File: src/rtl/axis_matmul_engine.sv
// rtl/axis_matmul_engine.sv - streaming signed matrix multiply C = A*B over AXI-Stream
module axis_matmul_engine #(
  parameter int DATA_W  = 16,
  parameter int ACC_W   = 40,
  parameter int MAX_DIM = 8,
  parameter int DIM_W   = $clog2(MAX_DIM + 1)
) (
  input  logic              clk,
  input  logic              rst_n,
  input  logic              start,
  input  logic [DIM_W-1:0]  cfg_m,
  input  logic [DIM_W-1:0]  cfg_n,
  input  logic [DIM_W-1:0]  cfg_k,
  output logic              busy,
  output logic              done,
  output logic              err,
  input  logic              s_axis_a_tvalid,
  output logic              s_axis_a_tready,
  input  logic              s_axis_a_tlast,
  input  logic [DATA_W-1:0] s_axis_a_tdata,
  input  logic              s_axis_b_tvalid,
  output logic              s_axis_b_tready,
  input  logic              s_axis_b_tlast,
  input  logic [DATA_W-1:0] s_axis_b_tdata,
  output logic              m_axis_c_tvalid,
  input  logic              m_axis_c_tready,
  output logic              m_axis_c_tlast,
  output logic [ACC_W-1:0]  m_axis_c_tdata
);

  localparam int DEPTH = MAX_DIM * MAX_DIM;
  localparam int IDX_W = (DEPTH > 1) ? $clog2(DEPTH) : 1;
  localparam int CNT_W = $clog2(DEPTH + 1);

  typedef enum logic [2:0] {
    S_IDLE,
    S_LOAD,
    S_COMPUTE,
    S_OUTPUT,
    S_FINISH
  } state_t;

  state_t state;

  logic [DIM_W-1:0] m_q, n_q, k_q;
  logic [CNT_W-1:0] a_total, b_total, a_cnt, b_cnt;
  logic [DIM_W-1:0] row, col, mac_cnt;
  logic signed [ACC_W-1:0] acc;

  logic signed [DATA_W-1:0] a_mem [DEPTH];
  logic signed [DATA_W-1:0] b_mem [DEPTH];

  logic a_fire, b_fire, c_fire, cfg_bad, last_elem;
  logic [CNT_W-1:0] a_cnt_next, b_cnt_next;
  logic [IDX_W-1:0] a_idx, b_idx;
  logic signed [DATA_W-1:0] a_elem, b_elem;
  logic signed [ACC_W-1:0] a_ext, b_ext, prod, acc_sum;

  // Each input stream accepts beats only until its own expected count is reached.
  assign s_axis_a_tready = (state == S_LOAD) && (a_cnt < a_total);
  assign s_axis_b_tready = (state == S_LOAD) && (b_cnt < b_total);

  assign a_fire = s_axis_a_tvalid && s_axis_a_tready;
  assign b_fire = s_axis_b_tvalid && s_axis_b_tready;
  assign c_fire = m_axis_c_tvalid && m_axis_c_tready;

  assign a_cnt_next = a_cnt + CNT_W'(a_fire);
  assign b_cnt_next = b_cnt + CNT_W'(b_fire);

  assign cfg_bad = (cfg_m == '0) || (cfg_n == '0) || (cfg_k == '0) ||
                   (cfg_m > DIM_W'(MAX_DIM)) || (cfg_n > DIM_W'(MAX_DIM)) ||
                   (cfg_k > DIM_W'(MAX_DIM));

  assign busy = (state != S_IDLE);

  assign last_elem = (row == m_q - DIM_W'(1)) && (col == n_q - DIM_W'(1));

  // Row-major buffer addressing: A[row][k] at row*K+k, B[k][col] at k*N+col.
  assign a_idx = IDX_W'(row) * IDX_W'(k_q) + IDX_W'(mac_cnt);
  assign b_idx = IDX_W'(mac_cnt) * IDX_W'(n_q) + IDX_W'(col);

  assign a_elem = a_mem[a_idx];
  assign b_elem = b_mem[b_idx];

  // Operands are sign-extended first so the product wraps modulo 2^ACC_W.
  assign a_ext   = ACC_W'(a_elem);
  assign b_ext   = ACC_W'(b_elem);
  assign prod    = a_ext * b_ext;
  assign acc_sum = acc + prod;

  // Buffer incoming beats; the running beat count is the row-major index.
  always_ff @(posedge clk) begin
    if (a_fire) a_mem[a_cnt[IDX_W-1:0]] <= s_axis_a_tdata;
    if (b_fire) b_mem[b_cnt[IDX_W-1:0]] <= s_axis_b_tdata;
  end

  // Control FSM: load, one MAC per cycle per element, hold C until accepted.
  always_ff @(posedge clk) begin
    if (!rst_n) begin
      state           <= S_IDLE;
      m_q             <= '0;
      n_q             <= '0;
      k_q             <= '0;
      a_total         <= '0;
      b_total         <= '0;
      a_cnt           <= '0;
      b_cnt           <= '0;
      row             <= '0;
      col             <= '0;
      mac_cnt         <= '0;
      acc             <= '0;
      m_axis_c_tvalid <= 1'b0;
      m_axis_c_tdata  <= '0;
      m_axis_c_tlast  <= 1'b0;
      done            <= 1'b0;
      err             <= 1'b0;
    end else begin
      case (state)
        S_IDLE: begin
          if (start) begin
            err     <= 1'b0;
            m_q     <= cfg_m;
            n_q     <= cfg_n;
            k_q     <= cfg_k;
            a_total <= CNT_W'(cfg_m) * CNT_W'(cfg_k);
            b_total <= CNT_W'(cfg_k) * CNT_W'(cfg_n);
            a_cnt   <= '0;
            b_cnt   <= '0;
            state   <= cfg_bad ? S_FINISH : S_LOAD;
          end
        end
        S_LOAD: begin
          a_cnt <= a_cnt_next;
          b_cnt <= b_cnt_next;
          // Framing is by count; tlast only has to agree with it.
          if (a_fire && (s_axis_a_tlast != (a_cnt_next == a_total))) err <= 1'b1;
          if (b_fire && (s_axis_b_tlast != (b_cnt_next == b_total))) err <= 1'b1;
          if ((a_cnt_next == a_total) && (b_cnt_next == b_total)) begin
            state   <= S_COMPUTE;
            row     <= '0;
            col     <= '0;
            mac_cnt <= '0;
            acc     <= '0;
          end
        end
        S_COMPUTE: begin
          acc <= acc_sum;
          if (mac_cnt == k_q - DIM_W'(1)) begin
            state           <= S_OUTPUT;
            m_axis_c_tvalid <= 1'b1;
            m_axis_c_tdata  <= acc_sum;
            m_axis_c_tlast  <= last_elem;
          end else begin
            mac_cnt <= mac_cnt + DIM_W'(1);
          end
        end
        S_OUTPUT: begin
          if (c_fire) begin
            m_axis_c_tvalid <= 1'b0;
            mac_cnt         <= '0;
            acc             <= '0;
            if (last_elem) begin
              state <= S_FINISH;
              done  <= 1'b1;
            end else begin
              state <= S_COMPUTE;
              if (col == n_q - DIM_W'(1)) begin
                col <= '0;
                row <= row + DIM_W'(1);
              end else begin
                col <= col + DIM_W'(1);
              end
            end
          end
        end
        S_FINISH: begin
          // Arriving with done already high means a normal run; otherwise the
          // config was rejected and the pulse plus error are raised here.
          if (done) begin
            done  <= 1'b0;
            state <= S_IDLE;
          end else begin
            done <= 1'b1;
            err  <= 1'b1;
          end
        end
        default: state <= S_IDLE;
      endcase
    end
  end

endmodule

File: config.mk
export PLATFORM = sky130hd
export DESIGN_NAME = axis_matmul_engine
export DESIGN_NICKNAME = d
export VERILOG_FILES = /design/src/rtl/axis_matmul_engine.sv
export SDC_FILE = /design/constraint.sdc
export NUM_CORES = 2
export LEC_CHECK = 0
export BUFFER_PORTS_ARGS = -buffer_cell sky130_fd_sc_hd__buf_2
export CAP_MARGIN = 15
export CORE_AREA = 10 10 480 482
export DETAILED_ROUTE_END_ITERATION = 6
export DIE_AREA = 0 0 490 492
export MAX_ROUTING_LAYER = met4
export PLACE_DENSITY = 0.57
export SLEW_MARGIN = 10
export SYNTH_ARGS = -nofsm -noshare
export SYNTH_HDL_FRONTEND = slang
export SYNTH_SLANG_ARGS = --single-unit
File: constraint.sdc
create_clock -name clk -period 21.1 [get_ports clk]
set_input_delay 0 -clock clk [delete_from_list [all_inputs] [get_ports clk]]
set_output_delay 0 -clock clk [all_outputs]
set_load 0.02 [all_outputs]
# [Word level (Yosys, flattened, before mapping)]
# Memories as Yosys holds them, arrays and structs flattened.
# Index checks and enable logic that the tools add are counted.
[totals] register_bits=139 ram_bits=2048 input_bits=52 out_inout_bits=47 wordCells=140 mem_count=2
[classes] add_sub_neg=11 multipliers=5 magnitude_cmp=5 n_eq_ne=22 muxes=42 n_reduce_logical=36
[memory_table] name="a_mem" depth=64 width=16 read_ports=1 rd_clocked_by_memory_dff=0 write_ports=1 line_no="50" text="logic signed [DATA_W-1:0] a_mem [DEPTH];"
[memory_table] name="b_mem" depth=64 width=16 read_ports=1 rd_clocked_by_memory_dff=0 write_ports=1 line_no="51" text="logic signed [DATA_W-1:0] b_mem [DEPTH];"
[ops] op="40-bit one-hot mux with 3 select lines" n=1
[ops] op="40-bit 2-to-1 mux" n=2
[ops] op="40-bit by 32-bit adder with 40-bit output" n=1
[ops] op="4-bit 2-to-1 mux" n=9
[ops] op="16-bit by 16-bit multiplier with 32-bit output" n=1
[ops] op="7-bit one-hot mux with 2 select lines" n=2
[ops] op="3-bit 2-to-1 mux" n=7
[ops] op="2-bit inequality test (second input constant)" n=9
[ops] op="4-bit one-hot mux with 2 select lines" n=2
[ops] op="3-bit one-hot mux with 5 select lines" n=1
[ops] op="7-bit by 1-bit adder with 7-bit output" n=2
[ops] op="7-bit equality test" n=2
[ops] op="7-bit < comparator" n=2
[ops] op="4-bit by 4-bit multiplier with 7-bit output" n=2
[ops] op="1-bit 2-to-1 mux" n=13
[ops] op="4-bit by 1-bit adder with 4-bit output (second input constant)" n=3
[ops] op="6-bit by 4-bit adder with 6-bit output" n=2
[ops] op="4-bit equality test" n=3
[ops] op="4-bit > comparator (second input constant)" n=3
[ops] op="4-bit zero test" n=3
[ops] op="4-bit by 4-bit multiplier with 6-bit output" n=2
[ops] op="4-bit one-hot mux with 3 select lines" n=1
[ops] op="4-bit AND reduction" n=3
[ops] op="4-bit by 1-bit subtractor with 4-bit output (second input constant)" n=3
[ops] op="17 further kinds" n=42

# [Depth between registers and ports, before layout]
[depth] ltp_word=10 depth_mapped=40 depth_no_buf=37

# [Least setup slack after synthesis]
# Ideal clock, no wire load.
[synth_path] path_kind="register to register" startpoint="register mac_cnt[2]" endpoint="register m_axis_c_tdata[39]" setup_time_ns=0.121 arrival_ns=9.874 t_required_ns=20.979 setup_slack_ns=11.104 stages_incl_launch_ff=37 path_buffers=3 period_less_slack_ns=9.996 path_cell_list="dfxtp_1 clkbuf_1 nand2_1 fa_1 fa_1 inv_1 fa_1 ha_1 xor2_2 buf_2 buf_2 mux4_2 mux2i_1 nand2_1 o21ai_2 nand2b_1 fa_1 inv_1 fa_1 inv_1 fa_1 fa_1 inv_1 fa_1 inv_1 fa_1 inv_1 ha_1 a21o_1 a21o_1 a21o_1 a21o_1 a21oi_1 o21ai_0 a311oi_1 xnor2_1 a21oi_1"
[synth_between] elab_chain_len=5 elab_cells_between_ends=9 cone_classes="add/sub (3); mul (2); eq/ne (1); reduce/logical (1); memory (2)"
[synth_rtl] item="start: declaration" line_no="47" text="logic [DIM_W-1:0] row, col, mac_cnt;"
[synth_rtl] item="start signal: assignment" line_no="154" text="mac_cnt <= mac_cnt + DIM_W'(1);"
[synth_rtl] item="4-bit by 4-bit multiplier with 6-bit output" line_no="80" text="assign b_idx = IDX_W'(mac_cnt) * IDX_W'(n_q) + IDX_W'(col);"
[synth_rtl] item="6-bit by 4-bit adder with 6-bit output" line_no="80"
[synth_rtl] item="memory read 64 x 16 bit"
[synth_rtl] item="16-bit by 16-bit multiplier with 32-bit output" line_no="88" text="assign prod = a_ext * b_ext;"
[synth_rtl] item="40-bit by 32-bit adder with 40-bit output" line_no="89" text="assign acc_sum = acc + prod;"
[synth_rtl] item="end signal: assignment" line_no="151" text="m_axis_c_tdata <= acc_sum;"
[synth_rtl] item="end: declaration" line_no="28" text="output logic [ACC_W-1:0] m_axis_c_tdata"
# Several ways; a longest one is shown, not always the timed one.
# A chain may end at the register's enable or synchronous reset.

# [Worst setup path in the final report]
[layout_path] startpoint="register mac_cnt[0]" endpoint="register acc[38]"
[layout_between] elab_chain_len=6 elab_cells_between_ends=8 cone_classes="add/sub (3); mul (2); mux (1); memory (2)"
[layout_rtl] item="4-bit by 4-bit multiplier with 6-bit output" line_no="80"
[layout_rtl] item="6-bit by 4-bit adder with 6-bit output" line_no="80"
[layout_rtl] item="memory read 64 x 16 bit"
[layout_rtl] item="16-bit by 16-bit multiplier with 32-bit output (*)" line_no="88"
[layout_rtl] item="40-bit by 32-bit adder with 40-bit output (*)" line_no="89"
[layout_rtl] item="40-bit one-hot mux with 3 select lines (*)" line_no="118" text="case (state)"
[layout_rtl] item="end signal: assignment" line_no="147" text="acc <= acc_sum;"
[layout_rtl] item="end: declaration" line_no="48" text="logic signed [ACC_W-1:0] acc;"
# Every way passes the cells marked *; elsewhere a longest branch is shown, timed or not.

==> flow_summary.yaml <==
yosys:
  synth_area_per_cell_sq_um: 18.1
  seq_area_frac_synth_pct: 65.0
  synth_most_common_cell: "edfxtp_1"
  synth_cell_types: 71
  syn_inst: 5472
  netlist.area_leader.share_pct: 62.2
  synth-main-ff-cell: "edfxtp_1"
  syn_nets: 6053
  synth_top_cells_by_area: "edfxtp_1 (62%), mux4_2 (14%), fa_1 (7.1%)"
  synth_edf_count: 2048
  netlist_area_sq_um: 98900
  synthTopCellsByCount: "edfxtp_1 (2,048), mux4_2 (636), inv_1 (440)"
  async_flop_share_pct: 0
  synth_seq_cells: 2187
  yosys_warnings: 0
  synth_top_area_cell: "edfxtp_1"
worst_hold_path:
  hp-class: "in2reg"
pwr:
  power_leakage_nw: 38.0
  pwr_density_cell_nw_per_um2: 141
  total_power_w: 0.0158
  irDropWorstVdd_v: 0.000439
placement:
  place_hpwl_mm: 151
  placed_cells: 8488
  place_congestion: 0.843
  portBuffers: 98
sta:
  slew_violations: 0
  fin_hold_ws_ps: 72.1
  slew_headroom_pct: 20.5
  period_needed_ps: 12270
  fin_crit_sh_pct: 58.2
  fin_tns_setup_ps: 0
  rsz0062_at_grt: "no"
  max_clock_freq_mhz: 81.5
  setup_viol: 0
  finalHoldViolCount: 0
  worstMarginPinSlew_ps: 1190
  fin_worst_skew_ps: 79.0
setup_path:
  cp_slowest_stage_delay_ps: 1030
  start_kind: "register"
  end_kind: "register"
  crit_arrival_ps: 13020
  crit_type: "reg2reg"
  crit_slowest_cell: "fa_4"
  cp.required_ps: 21840
  crit_fanout: 34
floorplan:
  rows: 173
  fp.dieW_microns: 490
  ios: 99
  die_h_microns: 492
  dieArea_sq_um: 241000
  core_sq_um: 221000
  start_util_pct: 44.8
global_routing:
  grt_use_total_pct: 20.9
  antenna_found_initial: 8
  grt_overflow: 0
  grt_pass1_wl_mm: 364
  grt_pass1_vias: 52300
  grt_start_max_net_pins: 104
detailed_routing:
  highest_layer: "met4"
  route.vias.total: 50200
  first_pass_iters: 7
  met3WireLength_mm: 13.9
  routed_via_density: 5.57
  remaining_drc_errors: 0
  antenna_left: 0
  avgRoutedWirePerCell_microns: 27.3
  met1Wirelength_mm: 109
  wl_mm: 246
  met2_length_mm: 118
  drt-initial-drc-count: 4642
clock_network:
  cts_buffers: 220
  cts.path.max_buffers: 3
  clock_latency_ps: 870
  htreeDepth: 4
  cts_sinks: 2187
  clk_pin_slew_ps: 60
  cts_setup_buffers: 0
  cts_tree: "done"
  root_buffer: "clkbuf_16"
finish:
  nFillCells: 18000
  area_growth_pct: 13.3
  final_util_pct: 50.7
  nets: 6416
  final_cells: 8998
  drive_gt1_share_pct: 24.2
run:
  maxCapViolations: 0
run_status:
  status: "finished clean"
## flip-flops by register name, indices dropped and copies added, names as in the netlist, 7 cells and up
signal,count
acc,40
a_mem,1024
b_mem,1024
a_cnt,7
b_total,7
b_cnt,7
a_total,7
m_axis_c_tdata,40
## worst max-delay path, delay by kind of cell (launching register included)
family | cells | cell delay (ps)
fa+ha+maj | 11 | 5430
buf+inv | 10 | 1810
flops | 1 | 580
mux | 2 | 1200
xor+xnor | 1 | 150
compound gates | 5 | 1090
simple gates | 7 | 1760
## stage by stage
stage / worst slack [ps] / instance area [sq um]
after floorplan: 11100 / 98900
after global placement: 9220 / 104000
after detailed placement: 8990 / 104000
after CTS: 8930 / 112000
after global routing: 8250 / 112000
final: 8830 / 112000
## report_power, final
group	switching, W	total [W]	internal (W)	leakage, nW
clock	0.00169	0.00383	0.00214	3.43
sequential	0.0000404	0.00482	0.00478	19.5
combinational	0.00447	0.00720	0.00273	15.0
## cell usage in the layout (no fill, tap or decap), drive strengths merged, types with 65 or more instances in the layout
| cell type | n |
|---|---|
| a21boi | 65 |
| a21oi | 73 |
| buf | 311 |
| clkbuf | 265 |
| clkinv | 100 |
| dfxtp | 139 |
| dlygate4sd3 | 80 |
| edfxtp | 2048 |
| fa | 351 |
| ha | 178 |
| inv | 457 |
| mux4 | 636 |
| nand2 | 312 |
| nor2 | 336 |
| o21ai | 79 |
## cell families (layout without fill, tap and decap cells)
kind of cell             count (synthesis)  count (layout)  share of synthesized area [%]
AND/OR/NAND/NOR                        912             912                           4.10
buffers and inverters                  698            1241                           3.08
adder cells (fa/ha/maj)                529             529                           9.35
multiplexers                           718             718                           15.3
XOR/XNOR                               100             100                          0.893
AO/OA/AOI/OAI                          328             328                           2.27
flip-flops                            2187            2187                           65.0
other                                    0               8                              0
## what timing repair did
| action | CTS | global route |
|---|---|---|
| setup endpoints to repair | 0 | 0 |
| gates resized for setup | 0 | 0 |
| hold buffers | 80 | 0 |
| hold endpoints to repair | 2009 | 0 |
## layer usage
metal  up-vias  track usage, %
met4         0            4.64
met3       304            2.89
met2      1427            32.5
li1      21600               -
met1     26800            29.5
met5         -               -
## path summary, 6_finish.rpt
kind	slack, ps	to	startpoint	cells past startpoint
setup / recovery	8830	acc[38]$_SDFFE_PN0P_	mac_cnt[0]$_SDFFE_PN0P_	36
hold reg to reg	460	m_axis_c_tdata[21]$_SDFFE_PN0P_	m_axis_c_tdata[21]$_SDFFE_PN0P_	2
setup reg to reg	8830	acc[38]$_SDFFE_PN0P_	mac_cnt[0]$_SDFFE_PN0P_	36
hold / removal	70	m_axis_c_tvalid$_SDFFE_PN0P_	m_axis_c_tready	5
## layout make-up
cell class	count	area, sq um	area share (%)
Sequential cell	2187	64300	57.4
Inverter	448	1680	1.50
Timing Repair Buffer	391	3270	2.92
Tap cell	2975	3720	3.32
Clock inverter	137	1320	1.17
Multi-Input combinational cell	2587	32000	28.6
Antenna cell	8	20.0	0.0179
Clock buffer	265	5750	5.13
No activity file was read; power rests on OpenSTA's default activity.
